### src/rtl/ibex_rf_pkg.sv
// Shared definitions for the multi-port register file: address widths,
// word-count helper and the architectural address type.
package ibex_rf_pkg;

    localparam int unsigned RF_ADDR_W_I = 5;
    localparam int unsigned RF_ADDR_W_E = 4;

    typedef logic [4:0] rf_addr_t;

    // Number of architectural registers for the selected base ISA.
    function automatic int unsigned rf_num_words(input bit rv32e);
        return rv32e ? 32'd16 : 32'd32;
    endfunction

endpackage

### src/rtl/ibex_rf_access_counter.sv
// Saturating per-register access counter; clear beats increment.
module ibex_rf_access_counter
    import ibex_rf_pkg::*;
#(
    parameter int unsigned Width = 16
) (
    input  logic             clk_i,
    input  logic             rst_ni,
    input  logic             hit_i,
    input  logic             en_i,
    input  logic             clr_i,
    output logic [Width-1:0] cnt_o
);

    logic [Width-1:0] cnt_reg;

    // Count one access per cycle, holding at all-ones instead of wrapping.
    always_ff @(posedge clk_i or negedge rst_ni) begin
        if (!rst_ni) begin
            cnt_reg <= '0;
        end else if (clr_i) begin
            cnt_reg <= '0;
        end else if (hit_i && en_i && (cnt_reg != {Width{1'b1}})) begin
            cnt_reg <= cnt_reg + 1'b1;
        end
    end

    assign cnt_o = cnt_reg;

endmodule

### src/rtl/ibex_register_file_mp.sv
// Flip-flop register file with configurable read/write ports, optional
// write-to-read forwarding, a dummy-instruction R0 and per-register
// saturating access counters exposed through a registered debug port.
module ibex_register_file_mp
    import ibex_rf_pkg::*;
#(
    parameter bit          RV32E             = 1'b0,
    parameter int unsigned DataWidth         = 32,
    parameter int unsigned NumRead           = 2,
    parameter int unsigned NumWrite          = 1,
    parameter bit          BypassEn          = 1'b0,
    parameter bit          DummyInstructions = 1'b0,
    parameter int unsigned CountWidth        = 16
) (
    input  logic                          clk_i,
    input  logic                          rst_ni,
    input  logic                          test_en_i,
    input  logic                          dummy_instr_id_i,
    input  logic [NumRead*5-1:0]          raddr_i,
    input  logic [NumRead-1:0]            re_i,
    output logic [NumRead*DataWidth-1:0]  rdata_o,
    input  logic [NumWrite*5-1:0]         waddr_i,
    input  logic [NumWrite*DataWidth-1:0] wdata_i,
    input  logic [NumWrite-1:0]           we_i,
    input  logic                          cnt_en_i,
    input  logic                          cnt_clr_i,
    input  logic [4:0]                    cnt_addr_i,
    output logic [CountWidth-1:0]         cnt_rdata_o
);

    localparam int unsigned NUM_WORDS = rf_num_words(RV32E);
    localparam int unsigned ADDR_W    = RV32E ? RF_ADDR_W_E : RF_ADDR_W_I;

    // Port buses split into per-port fields; upper address bit dropped for RV32E.
    logic [ADDR_W-1:0]    raddr_w [NumRead];
    logic [ADDR_W-1:0]    waddr_w [NumWrite];
    logic [DataWidth-1:0] wdata_w [NumWrite];

    // Read view of every word; word 0 already resolved to zero or R0.
    logic [NUM_WORDS-1:0][DataWidth-1:0]  rf_words;
    logic [NUM_WORDS-1:0][CountWidth-1:0] cnt_all;
    logic [DataWidth-1:0]                 rf_r0;
    logic [CountWidth-1:0]                cnt_rdata_reg;
    rf_addr_t                             cnt_sel;

    genvar gi;

    for (gi = 0; gi < NumRead; gi++) begin : g_raddr
        assign raddr_w[gi] = raddr_i[gi*5 +: ADDR_W];
    end

    for (gi = 0; gi < NumWrite; gi++) begin : g_wport
        assign waddr_w[gi] = waddr_i[gi*5 +: ADDR_W];
        assign wdata_w[gi] = wdata_i[gi*DataWidth +: DataWidth];
    end

    // R0 only exists as storage when dummy instructions are enabled.
    if (DummyInstructions) begin : g_r0
        logic r0_we;
        assign r0_we = we_i[0] & dummy_instr_id_i & (waddr_w[0] == '0);

        // Capture write port 0 into R0 for dummy instructions only.
        always_ff @(posedge clk_i or negedge rst_ni) begin
            if (!rst_ni) begin
                rf_r0 <= '0;
            end else if (r0_we) begin
                rf_r0 <= wdata_w[0];
            end
        end
    end else begin : g_no_r0
        assign rf_r0 = '0;
    end

    assign rf_words[0] = (DummyInstructions && dummy_instr_id_i) ? rf_r0 : '0;

    // General-purpose registers x1..xN-1.
    for (gi = 1; gi < NUM_WORDS; gi++) begin : g_reg
        logic                 wen;
        logic [DataWidth-1:0] wdat;
        logic [DataWidth-1:0] word_reg;

        // Write decode: later (higher-index) ports override earlier ones.
        always_comb begin
            wen  = 1'b0;
            wdat = '0;
            for (int w = 0; w < NumWrite; w++) begin
                if (we_i[w] && (waddr_w[w] == ADDR_W'(gi))) begin
                    wen  = 1'b1;
                    wdat = wdata_w[w];
                end
            end
        end

        // Storage for this register.
        always_ff @(posedge clk_i or negedge rst_ni) begin
            if (!rst_ni) begin
                word_reg <= '0;
            end else if (wen) begin
                word_reg <= wdat;
            end
        end

        assign rf_words[gi] = word_reg;
    end

    // Read ports, with optional same-cycle forwarding of write data.
    for (gi = 0; gi < NumRead; gi++) begin : g_rd
        logic [DataWidth-1:0] rd_data;

        // Stored value by default; matching enabled writes override when forwarding.
        always_comb begin
            rd_data = rf_words[raddr_w[gi]];
            if (BypassEn && (raddr_w[gi] != '0)) begin
                for (int w = 0; w < NumWrite; w++) begin
                    if (we_i[w] && (waddr_w[w] == raddr_w[gi])) begin
                        rd_data = wdata_w[w];
                    end
                end
            end
        end

        assign rdata_o[gi*DataWidth +: DataWidth] = rd_data;
    end

    // One access counter per register, R0 included.
    for (gi = 0; gi < NUM_WORDS; gi++) begin : g_cnt
        logic hit;

        // A register is hit by any valid read or any enabled write naming it.
        always_comb begin
            hit = 1'b0;
            for (int p = 0; p < NumRead; p++) begin
                if (re_i[p] && (raddr_w[p] == ADDR_W'(gi))) begin
                    hit = 1'b1;
                end
            end
            for (int w = 0; w < NumWrite; w++) begin
                if (we_i[w] && (waddr_w[w] == ADDR_W'(gi))) begin
                    hit = 1'b1;
                end
            end
        end

        ibex_rf_access_counter #(
            .Width (CountWidth)
        ) u_cnt (
            .clk_i  (clk_i),
            .rst_ni (rst_ni),
            .hit_i  (hit),
            .en_i   (cnt_en_i),
            .clr_i  (cnt_clr_i),
            .cnt_o  (cnt_all[gi])
        );
    end

    assign cnt_sel = cnt_addr_i;

    // Debug read of the selected counter, sampled before this edge's update.
    always_ff @(posedge clk_i or negedge rst_ni) begin
        if (!rst_ni) begin
            cnt_rdata_reg <= '0;
        end else begin
            cnt_rdata_reg <= cnt_all[cnt_sel[ADDR_W-1:0]];
        end
    end

    assign cnt_rdata_o = cnt_rdata_reg;

    // Test-mode input and aliased upper address bits are intentionally ignored.
    logic unused_bits;
    assign unused_bits = ^{test_en_i, raddr_i, waddr_i, cnt_sel};

endmodule

### config.mk
export PLATFORM = sky130hd
export DESIGN_NAME = ibex_register_file_mp
export DESIGN_NICKNAME = d
export VERILOG_FILES = /design/src/rtl/ibex_rf_pkg.sv /design/src/rtl/ibex_rf_access_counter.sv /design/src/rtl/ibex_register_file_mp.sv
export SDC_FILE = /design/constraint.sdc
export NUM_CORES = 2
export LEC_CHECK = 0
export BUFFER_PORTS_ARGS = -buffer_cell sky130_fd_sc_hd__buf_2
export CORE_ASPECT_RATIO = 1.25
export CORE_UTILIZATION = 55
export CTS_CLUSTER_SIZE = 14
export DETAILED_ROUTE_END_ITERATION = 8
export GPL_ROUTABILITY_DRIVEN = 0
export GPL_TIMING_DRIVEN = 1
export PLACE_DENSITY_LB_ADDON = 0.05
export SYNTH_ARGS = -nofsm -noshare
export SYNTH_HDL_FRONTEND = slang
export SYNTH_HIERARCHICAL = 1
export SYNTH_SLANG_ARGS = --single-unit
### constraint.sdc
create_clock -name clk_i -period 8.1 [get_ports clk_i]
set_input_delay 1.62 -clock clk_i [delete_from_list [all_inputs] [get_ports clk_i]]
set_output_delay 1.62 -clock clk_i [all_outputs]
set_load 0.03 [all_outputs]
== Word-level counts from Yosys, hierarchy flattened ==
Cells that the tools add are included.
Word-level totals
  register bits: 1520
  bits of input ports: 61
  output and inout bits: 80
  word-level logic and storage cells: 647
Cells by class
  add/subtract/negate cells: 32
  order comparisons: 3
  equal/unequal tests: 125
  multiplexer cells: 228
  reduce and logical (&&, ||, !) cells: 195
Operators by type and width (number)
  $mux W32: 33
  $mux W16: 65
  $add A16 B1 Y16 const B: 32
  $ne A16 B16 Y1 const B: 32
  $bmux W32 S5: 2
  $eq A5 B5 Y1 const B: 48
  $logic_and A1 B1 Y1: 160
  $mux W1: 127
  $eq A5 B4 Y1 const B: 24
  $bmux W16 S5: 1
  $reduce_bool A2 Y1: 32
  $eq A5 B3 Y1 const B: 12
  $eq A5 B2 Y1 const B: 6
  $lt A5 B6 Y1 const B: 3
  $eq A5 B1 Y1 const B: 3
  $logic_not A5 Y1: 3

== Depth between registers and ports, before layout ==
  depth in word-level cells: 9
  gate-level depth with buffers: 14
  gate-level depth less buffers: 8

== By module ==
The synthesis kept the hierarchy.
By module, submodules not included
  ibex_register_file_mp: instances 1, cells an instance 4107, area each 58124.5 µm², sequential area each 25224.2 µm²
  ibex_rf_access_counter (g_cnt[0].u_cnt ...): instances 31, cells an instance 103, area each 920.9 µm², sequential area each 400.4 µm²
  ibex_rf_access_counter (g_cnt[9].u_cnt): instances 1, cells an instance 100, area each 927.1 µm², sequential area each 400.4 µm²

== Least setup slack after synthesis ==
Ideal clock, no wire load.
  path type: input to output
  from: input port raddr_i[0]
  to: output port rdata_o[0]
  arrival time: 3.649 ns
  required time: 6.480 ns
  path slack: 2.831 ns
  stages: 8
  buffers on the path: 4
  cell sequence: buf_2 > buf_6 > buf_4 > buf_2 > or2_2 > o22ai_1 > a2111oi_0 > a221oi_1
Between the ends
  longest elaborated chain between the ends: 2
Ends and longest elaborated chain
  start, declared: line ibex_register_file_mp.sv:19  | input logic [NumRead*5-1:0] raddr_i,
  $bmux W32 S5: line ibex_register_file_mp.sv:112  | rd_data = rf_words[raddr_w[gi]];
  $mux W32 (not written as such): line ibex_register_file_mp.sv:112
  end, declared: line ibex_register_file_mp.sv:21  | output logic [NumRead*DataWidth-1:0] rdata_o,
No other way between the ends. The select of a mux whose other input is x is not followed.

== Worst setup path after layout ==
  from: input port raddr_i[5]
  to: output port rdata_o[32]
The elaborated chain is that of the path after synthesis.

==> results.md <==
* Gr usage total at 0.353
* Port Buffers at 138
* Main flop type after synthesis: dfrtp_1
* Required @ worst endpoint at 6.48 ns
* Sequential fraction of the synthesis area at 0.434
* Crit path time final at 6.54 ns
* Rows at 163
* H-tree Lvls at 4
* Netlist cell types at 65
* Clock Path Buffers at 3
* Clk_lat worst skew at 0.83 ns
* CORE AREA at 158000 µm²
* Sum Neg Setup Slack at 0 ns
* CTS Hold Bufs at 0
* Async SR Flop Fraction at 1.00
* Clk_skew at 0.0241 ns
* Post-CTS Setup Repair Bufs at 0
* Number of detailed-route iterations in the first pass at 5
* Hold Path Class: flip-flop to flip-flop
* Crit share post-route at 0.808
* Ports at 141
* Overflow after GRT at 0
* Maximum fanout along the worst path at 54
* Antenna violations before repair at 21
* # resized after CTS at 0
* Max Cap Viol at 0
* Number of synthesized flops with an enable pin at 0
* Routed WL at 285000 µm
* RSZ-0062 raised after global routing: no
* Number of flip-flops in the largest register at 992
* Synthesized area per cell at 11.8 µm²
* Vias in the first global route at 65258
* Per-cell routed wire length at 30.2 µm
* Nature of the critical path endpoint: output pin
* DIE HEIGHT at 448 µm
* CP startpoint kind: primary input
* Leakage at 38.6 nW
* Initial core utilization at 0.554
* Sinks on Clock Net at 1520
* Final Hold Viols at 0
* Cell Area, Synth at 87600 µm²
* Die area at 161000 µm²
* Nets@finish at 7313
* Clock Tree Root: clkbuf_16
* DRC errors left at 0
* Fmax at 0.153 GHz
* Finish-stage setup viols at 0
* Synth-to-Final Area Change at 8.98%
* Most frequent cells after synthesis: 1520 x dfrtp_1, 1156 x mux2_2, 503 x a21oi_1
* Mapped Nets at 7493
* Placed cell areas at 90000 µm²
* Final design instance area without fill at 95500 µm²
* Worst setup path category: primary input to output pin
* Share of cells above drive strength 1 at 0.327
* Slew of the pin with the lowest slew margin at 1.23 ns
* DR iter-0 viols at 6161
* Die X at 359 µm
* Antenna violation net count after detailed routing at 0
* Post-route core utilization at 0.604
* Post-synth top area share at 0.434
* Register bit count reported by yosys at 1520
* First-pass GRT wire length at 427000 µm
* Worst relative slew slack at 0.159
* Most frequent cell after synthesis: dfrtp_1
* VDD IR max at 0.227 mV
* Power per cell area at 213 nW/µm²
* Count of pins over their slew limit at 0
* Clk slew on worst S/H paths at 0.06 ns
* Largest cells by area after synthesis: dfrtp_1 43%, mux2_2 15%, mux4_2 12%, mux2i_1 3.1%, a21oi_1 2.9%
* Post-synth top area cell: dfrtp_1
* CTS Buf Count at 163
* Yosys warnings at 6
* CTS tree: done
* Number of fill cells at 12779
* Worst EP arrival at 4.92 ns
* Largest net degree at the start of global routing at 201
* Post-Synthesis Cells at 7400
* Vias per std cell at 7.05
* Status: complete, no violations
* Final HPWL DP at 176000 µm
* Via count at 66373
## final timing paths
path / to / depth (start not counted) / start / slack, ns
worst max-delay path: rdata_o[32] / 9 / raddr_i[5] / 1.56
worst min-delay path: g_reg[29].word_reg[16] / 1 / g_reg[29].word_reg[16] / 0.52
worst max register to register: g_cnt[2].u_cnt/cnt_o[5] / 6 / g_cnt[2].u_cnt/cnt_o[1] / 5.57
worst min register to register: g_reg[29].word_reg[16] / 1 / g_reg[29].word_reg[16] / 0.52
max in group asynchronous: g_reg[17].word_reg[14] / 3 / rst_ni / 5.32
min in group asynchronous: g_cnt[3].u_cnt/cnt_o[7] / 1 / rst_ni / 0.76
## metrics by stage
step / worst slack (ns) / instances / hold slack (ns) / power [mW]
finish: 1.56 / 9421 / 0.524 / 20.3
global route: 1.47 / 9415 / 0.536 / 21.0
CTS: 1.54 / 9409 / 0.521 / 20.4
detailed placement: 1.56 / 9117 / 0.508 / 12.7
global placement: 1.53 / 9117 / 0.499 / 12.6
floorplan: 2.83 / 7400 / 0.491 / 11.6
## power breakdown
| group | internal, mW | switching, mW | leakage (nW) | total (mW) |
|---|---|---|---|---|
| registers | 8.57 | 0.701 | 20.1 | 9.27 |
| clock network | 4.45 | 3.25 | 2.66 | 7.70 |
| logic | 1.77 | 1.55 | 15.9 | 3.32 |
| total | 14.8 | 5.51 | 38.6 | 20.3 |
## layout make-up
cell class / instances / area (µm²) / share of cell area
Multi-Input combinational cell: 5103 / 46600 / 0.489
Inverter: 135 / 507 / 0.00531
Clock inverter: 46 / 599 / 0.00628
Clock buffer: 246 / 4840 / 0.0507
Timing Repair Buffer: 297 / 2230 / 0.0233
Sequential cell: 1520 / 38000 / 0.398
Tap cell: 2062 / 2580 / 0.0270
Antenna cell: 12 / 30.0 / 0.000315
## per-layer routing
metal / vias to the layer above / routed length (µm) / part of all wire / GRT usage
li1: 28561 / - / - / -
met1: 34593 / 112000 / 0.39 / 0.456
met2: 2533 / 136000 / 0.48 / 0.575
met3: 678 / 21000 / 0.074 / 0.0636
met4: 8 / 15900 / 0.056 / 0.181
met5: - / 47 / 0.00017 / 0
## cell usage in the layout (no fill, tap or decap), types with 124 or more instances in the layout
cell type and count:
dfrtp_1 1520, mux2_2 1156, a21oi_1 503, mux4_2 485, nand2_1 331, or4_1 320, o31ai_1 292, mux2i_1 274
nor2_1 198, nand4_1 190, clkbuf_16 165, o21ai_0 147, buf_4 146, nand3_1 144, inv_1 133, buf_2 124
## cell families (layout without fill, tap and decap cells)
| kind of cell | count (synthesis) | after routing | share of synthesized area |
|---|---|---|---|
| compound gates | 1330 | 1330 | 0.0985 |
| fa+ha+maj | 32 | 32 | 0.00457 |
| buf+inv | 777 | 724 | 0.0381 |
| flops | 1520 | 1520 | 0.434 |
| mux | 1916 | 1916 | 0.305 |
| other cells | 0 | 12 | 0 |
| simple gates | 1825 | 1825 | 0.120 |
## critical path, stage by stage
cell and delay [ns]:
buf_8 0.48, buf_4 0.56, and2_1 0.41, buf_4 0.48, a2bb2oi_1 0.14, a21oi_1 0.30
a221oi_1 0.22, a221oi_1 0.35, buf_2 0.27
(Power assumes the default switching activity.)
